**config.mk**
```make
export PLATFORM = sky130hd
export DESIGN_NAME = data_bus_if
export DESIGN_NICKNAME = d
export VERILOG_FILES = /design/src/rtl/data_bus_if_pkg.sv /design/src/rtl/data_bus_if.sv
export SDC_FILE = /design/constraint.sdc
export NUM_CORES = 1
export LEC_CHECK = 0
export BUFFER_PORTS_ARGS = -buffer_cell sky130_fd_sc_hd__buf_2
export CORE_UTILIZATION = 40
export DETAILED_ROUTE_END_ITERATION = 6
export GPL_TIMING_DRIVEN = 0
export PLACE_DENSITY = 0.71
export SYNTH_ARGS = -nofsm -noshare
export SYNTH_HDL_FRONTEND = slang
export SYNTH_SLANG_ARGS = --single-unit
```
**constraint.sdc**
```tcl
create_clock -name clk -period 1.95 [get_ports clk]
set_input_delay 0.195 -clock clk [delete_from_list [all_inputs] [get_ports clk]]
set_output_delay 0.195 -clock clk [all_outputs]
set_load 0.01 [all_outputs]
```
**src/rtl/data_bus_if_pkg.sv**
```systemverilog
// Shared constants and FSM encoding for the data-side Wishbone bridge.
package data_bus_if_pkg;

  localparam int          RegBus    = 32;
  localparam int          StallBit  = 4;   // access-stage hold bit in stall_i
  localparam logic        RstEnable = 1'b1;
  localparam logic        Stop      = 1'b1;
  localparam logic        NoStop    = 1'b0;
  localparam logic [31:0] ZeroWord  = 32'h0000_0000;

  typedef enum logic [1:0] {
    IDLE       = 2'b00,
    BUSY       = 2'b01,
    WAIT_STALL = 2'b11
  } state_e;

endpackage

```
**src/rtl/data_bus_if.sv**
```systemverilog
// Data-side bridge: turns the access stage's one-cycle RAM request into a
// Wishbone B3 classic cycle and stalls the pipeline until the slave acks.
module data_bus_if
  import data_bus_if_pkg::*;
(
  input  logic              clk,
  input  logic              rst,
  input  logic [5:0]        stall_i,
  input  logic              flush_i,
  input  logic              cpu_ce_i,
  input  logic [RegBus-1:0] cpu_addr_i,
  input  logic [RegBus-1:0] cpu_data_i,
  input  logic              cpu_we_i,
  input  logic [3:0]        cpu_sel_i,
  output logic [RegBus-1:0] cpu_data_o,
  output logic              stallreq,
  input  logic [RegBus-1:0] wb_dat_i,
  input  logic              wb_ack_i,
  output logic [RegBus-1:0] wb_adr_o,
  output logic [RegBus-1:0] wb_dat_o,
  output logic              wb_we_o,
  output logic [3:0]        wb_sel_o,
  output logic              wb_stb_o,
  output logic              wb_cyc_o
);

  state_e            state, state_nxt;
  logic [RegBus-1:0] rd_buf;

  always_comb begin
    state_nxt  = state;
    stallreq   = NoStop;
    cpu_data_o = ZeroWord;
    case (state)
      IDLE: begin
        if (cpu_ce_i && !flush_i) begin
          state_nxt = BUSY;
          stallreq  = Stop;
        end
      end
      BUSY: begin
        // ack wins over a same-cycle flush; the pipeline discards the data
        if (wb_ack_i) begin
          state_nxt = stall_i[StallBit] ? WAIT_STALL : IDLE;
          if (!wb_we_o) cpu_data_o = wb_dat_i;
        end else begin
          stallreq = Stop;
          if (flush_i) state_nxt = IDLE;
        end
      end
      WAIT_STALL: begin
        cpu_data_o = rd_buf;
        if (!stall_i[StallBit] || flush_i) state_nxt = IDLE;
      end
      default: state_nxt = IDLE;
    endcase
    if (rst == RstEnable) begin
      stallreq   = NoStop;
      cpu_data_o = ZeroWord;
    end
  end

  always_ff @(posedge clk) begin
    if (rst == RstEnable) begin
      state    <= IDLE;
      wb_adr_o <= ZeroWord;
      wb_dat_o <= ZeroWord;
      wb_we_o  <= 1'b0;
      wb_sel_o <= 4'b0000;
      wb_stb_o <= 1'b0;
      wb_cyc_o <= 1'b0;
      rd_buf   <= ZeroWord;
    end else begin
      state <= state_nxt;
      case (state)
        IDLE: begin
          if (cpu_ce_i && !flush_i) begin
            wb_adr_o <= cpu_addr_i;
            wb_dat_o <= cpu_data_i;
            wb_we_o  <= cpu_we_i;
            wb_sel_o <= cpu_sel_i;
            wb_stb_o <= 1'b1;
            wb_cyc_o <= 1'b1;
          end
        end
        BUSY: begin
          if (wb_ack_i) begin
            wb_stb_o <= 1'b0;
            wb_cyc_o <= 1'b0;
            wb_we_o  <= 1'b0;
            wb_sel_o <= 4'b0000;
            wb_adr_o <= ZeroWord;
            if (!wb_we_o) rd_buf <= wb_dat_i;
          end else if (flush_i) begin
            // abort: the slave has to cope with cyc dropping mid-cycle
            wb_stb_o <= 1'b0;
            wb_cyc_o <= 1'b0;
            wb_we_o  <= 1'b0;
            wb_sel_o <= 4'b0000;
            wb_adr_o <= ZeroWord;
            wb_dat_o <= ZeroWord;
            rd_buf   <= ZeroWord;
          end
        end
        default: ;
      endcase
    end
  end

endmodule

```
=== Yosys cells after proc, flatten, opt, wreduce, memory -nomap -nowiden ===
Index checks and enable logic that the tools add are counted.
W data, S select, Z words.

* Register bits: 104
* Word-level logic and storage cells: 59

* Equality and inequality tests: 8
* Mux-type cells: 33
* Reduce and logical (&&, ||, !) cells: 11

{| class="wikitable"
|+ Operators with widths
! kind !! count
|-
| $mux W32 || 10
|-
| $pmux W32 S2 || 3
|-
| $mux W4 || 3
|-
| $mux W2 || 5
|-
| $ne A2 B2 Y1 const B || 5
|-
| $reduce_and A3 Y1 || 3
|-
| $pmux W4 S2 || 1
|-
| $mux W1 || 7
|-
| $pmux W1 S2 || 3
|-
| $pmux W2 S3 || 1
|-
| $reduce_and A4 Y1 || 1
|-
| $reduce_bool A2 Y1 || 2
|-
| $ne A3 B3 Y1 const B || 1
|-
| $eq A2 B1 Y1 const B || 1
|-
| $eq A2 B2 Y1 const B || 1
|-
| $logic_not A1 Y1 || 2
|-
| $logic_not A2 Y1 || 1
|-
| $logic_and A1 B1 Y1 || 1
|-
| $logic_or A1 B1 Y1 || 1
|}

=== Depth between registers and ports, before layout ===
* Depth after elaboration: 5
* Depth in mapped cells: 7
* Gate-level depth less buffers: 3

=== Least setup slack after synthesis ===
OpenSTA, ideal clock, no wires.

* Path type: register -> output
* From: register state[0]
* To: output cpu_data_o[10]
* Arrival: 1.365 ns
* Setup slack: 0.390 ns
* Stages on the path, launching flop included: 7
* Buffers on the path: 3
* Cell sequence: dfxtp_1 > buf_2 > and4bb_2 > clkbuf_1 > buf_2 > a22oi_1 > nor2_1

* Word-level cells in the longest chain between the ends: 3
* Elaborated cells between the ends (all ways): 4
* Classes of those cells: 2 x eq/ne; 2 x mux

{| class="wikitable"
|+ RTL lines
! what !! RTL line !! RTL
|-
| from (decl) || data_bus_if.sv:27 || <nowiki>state_e state, state_nxt;</nowiki>
|-
| from (signal assigned) || data_bus_if.sv:74 || <nowiki>state <= state_nxt;</nowiki>
|-
| $eq A2 B2 Y1 or $eq A2 B1 Y1 (tied branches) || data_bus_if.sv:34 || <nowiki>case (state)</nowiki>
|-
| $pmux W32 S2 * || data_bus_if.sv:34 ||
|-
| $mux W32 * || data_bus_if.sv:57 || <nowiki>if (rst == RstEnable) begin</nowiki>
|-
| to (decl) || data_bus_if.sv:15 || <nowiki>output logic [RegBus-1:0] cpu_data_o,</nowiki>
|}

Every way passes the cells marked *; elsewhere a longest branch is shown, timed or not.

=== Worst setup path in the final report ===
* From: register state[0]
* To: output cpu_data_o[22]

The elaborated chain is that of the path after synthesis.

==> impl_metrics.json <==
{
  "critPathArrivalTime_ns": 1.68,
  "worst_pin_slew_ns": 0.548,
  "period_needed_ns": 1.87,
  "p_leak_nw": 2.57,
  "area_growth_pct": 39.9,
  "cts.clk_slew.worst_paths_ns": 0.10,
  "wl_met1_mm": 4.77,
  "slew_headroom_pct": 63.3,
  "worstSetupEndpointType": "output pin",
  "grt-ovfl-total": 0,
  "fin_ws_ns": 0.0759,
  "multi_input_area_um2": 1550,
  "avgSynthCellArea_um2": 11.3,
  "vias_per_cell": 5.25,
  "first_pass_iters": 4,
  "grt.total_usage_pct": 21.5,
  "hold_path.class": "in -> reg",
  "hold_viol": 0,
  "die_h_um": 99.9,
  "worstHoldEndpoint": "wb_dat_o[6]$_SDFFE_PP0P_",
  "routed_wl_mm": 11.0,
  "final_util_pct": 58.0,
  "met2_length_mm": 5.22,
  "core_area_um2": 9240,
  "r2r-start": "state[0]$_SDFFE_PP0P_",
  "finalCritPeriodShare_pct": 96.1,
  "rsz0062_at_grt": "yes",
  "antenna_cells": 0,
  "synth_cells": 338,
  "whs_path_depth": 2,
  "startpoint_type": "register",
  "ctsHtreeMaxLevel": 3,
  "cp_max_fo": 10,
  "io_buffers": 210,
  "clock_skew_ns": 0.0105,
  "clock-sinks": 104,
  "ant_nets": 0,
  "synth_seq_cells": 104,
  "drt-initial-drc-count": 99,
  "worstPathRequired_ns": 1.75,
  "routedWlPerCell_um": 15.8,
  "dr.max_layer_used": "met4",
  "cts_buffers": 9,
  "status": "finished, final reports clean",
  "place_congestion": 0.758,
  "yosysWarnings": 0,
  "rows": 35,
  "hold_buffers": 0,
  "dp_slack_ns": 0.0600,
  "syn_nets": 450,
  "synth.distinct_cells": 33,
  "grt_max_degree": 18,
  "cts.path.max_buffers": 2,
  "total_power_w": 0.00409,
  "wl_met3_um": 911,
  "grt_pass1_vias": 3509,
  "fin_nets": 674,
  "slew_violations": 0,
  "reg2reg_to": "rd_buf[26]$_SDFFE_PP0P_",
  "register_area_um2": 2090,
  "drcViolationCount": 0,
  "initial_utilization_pct": 41.5,
  "yosysSeqAreaShare_pct": 54.3,
  "vias": 3657,
  "dpl.hpwl_mm": 7.96,
  "fin_setup_tns_ns": 0,
  "layout-drive-gt1-share_pct": 47.6,
  "clkLatencyLatePin_ns": 0.35,
  "r2r_cells": 6,
  "die_width_um": 99.9,
  "cts-root-buf": "clkbuf_8",
  "syn_area_um2": 3830,
  "vdd_drop_max_uv": 436,
  "antenna_found_initial": 0,
  "cts_tree": "yes",
  "setup_viol": 0,
  "crit_type": "reg -> out",
  "ff2ff_setup_slack_ns": 0.15,
  "dieArea_um2": 9980,
  "drv_cap": 0,
  "ios": 216,
  "grt_pass1_wl_mm": 17.0,
  "clock.fmax_mhz": 534,
  "nFillCells": 834,
  "power_density_nw_per_um2": 763,
  "hp-start": "cpu_data_i[6]"
}
flip-flops by register name (all words and copies together) (netlist names):
name      count
rd_buf       32
wb_adr_o     32
wb_dat_o     32
wb_sel_o      4
state         2
wb_cyc_o      1
wb_we_o       1
critical path: stages, from the launching register on:
cell and delay [ns]:
dfxtp_2 0.37, buf_6 0.12, and4bb_4 0.32, buf_6 0.18
a22oi_1 0.09, nor2_1 0.09, buf_2 0.15
final cells by class:
cell class	instances	area share, %
clock inverters	5	0.723
inverters	4	0.280
multi-input cells	192	29.0
well taps	129	3.01
plain buffers	36	4.81
clock buffers	11	2.64
repair buffers	215	20.6
flip-flops and latches	104	38.9
layer usage:
| metal | vias up | track usage (%) |
|---|---|---|
| li1 | 1756 | - |
| met1 | 1736 | 26.7 |
| met2 | 153 | 35.3 |
| met3 | 12 | 6.69 |
| met4 | 0 | 7.13 |
| met5 | - | 0 |
cells by family (layout without fill, tap and decap cells):
| kind of cell | count (synthesis) | in the layout | synth area share [%] |
|---|---|---|---|
| AO/OA/AOI/OAI | 143 | 143 | 32.6 |
| buffers and inverters | 42 | 271 | 6.01 |
| flip-flops | 104 | 104 | 54.3 |
| multiplexers | 1 | 1 | 0.261 |
| AND/OR/NAND/NOR | 48 | 48 | 6.82 |
synth_stat cells (all sizes together):
cell type / number / area, um2
dfxtp: 104 / 2080
a22o: 69 / 604
a22oi: 32 / 240
a32o: 32 / 320
nor2: 32 / 120
buf: 25 / 166
clkbuf: 13 / 48.8
nor2b: 4 / 25.0
inv: 3 / 11.3
a211oi: 2 / 27.5
and2: 2 / 12.5
nand2b: 2 / 12.5
nor3: 2 / 10.0
o21ai: 2 / 10.0
a2111oi: 1 / 8.76
a21boi: 1 / 7.51
a21oi: 1 / 5.00
a2bb2oi: 1 / 8.76
and2b: 1 / 7.51
and4bb: 1 / 12.5
clkinv: 1 / 3.75
mux2i: 1 / 10.0
nor4: 1 / 21.3
nor4b: 1 / 23.8
nor4bb: 1 / 10.0
o22ai: 1 / 6.26
o311a: 1 / 10.0
or2: 1 / 6.26
placed cells by master (no fill, tap or decap), types with 2 or more instances in the layout:
cell        n
dfxtp_1   101
a22o_1     69
a32o_1     32
nor2_1     32
buf_4       6
and2_1      2
buf_6       9
a22oi_2     5
dfxtp_2     2
clkbuf_8   11
buf_8       2
a22oi_1    27
inv_1       3
clkbuf_1   10
inv_6       3
nor2b_1     4
buf_2     221
nand2b_1    2
metrics by stage:
| step | instances | hold slack, ns | area, um2 |
|---|---|---|---|
| floorplan | 338 | 0.314 | 3830 |
| global placement | 677 | 0.407 | 5040 |
| detailed placement | 677 | 0.410 | 5040 |
| CTS | 693 | 0.0214 | 5280 |
| global route | 696 | 0.00870 | 5360 |
| finish | 696 | 0.0381 | 5360 |
how the worst max path moves through the flow:
stage | startpoint | to
final | state[0]$_SDFFE_PP0P_ | cpu_data_o[22]
after floorplan | state[0]$_SDFFE_PP0P_ | cpu_data_o[10]
after global placement | state[0]$_SDFFE_PP0P_ | cpu_data_o[17]
after global routing | state[0]$_SDFFE_PP0P_ | cpu_data_o[12]
after CTS | state[0]$_SDFFE_PP0P_ | cpu_data_o[24]
after detailed placement | state[0]$_SDFFE_PP0P_ | cpu_data_o[24]
power by group:
part           internal (W)  switching, W  leakage [nW]
combinational      0.000277      0.000289          1.63
sequential          0.00222     0.0000514         0.848
clock              0.000513      0.000742        0.0907
total               0.00301       0.00108          2.57
timing repair:
item | CTS | global route
cloned | 0 | 1
setup buffers | 1 | 3
pin swaps | 0 | 2
resized for setup | 15 | 16
endpoints found under the setup margin | 32 | 41
(Power assumes the default switching activity.)
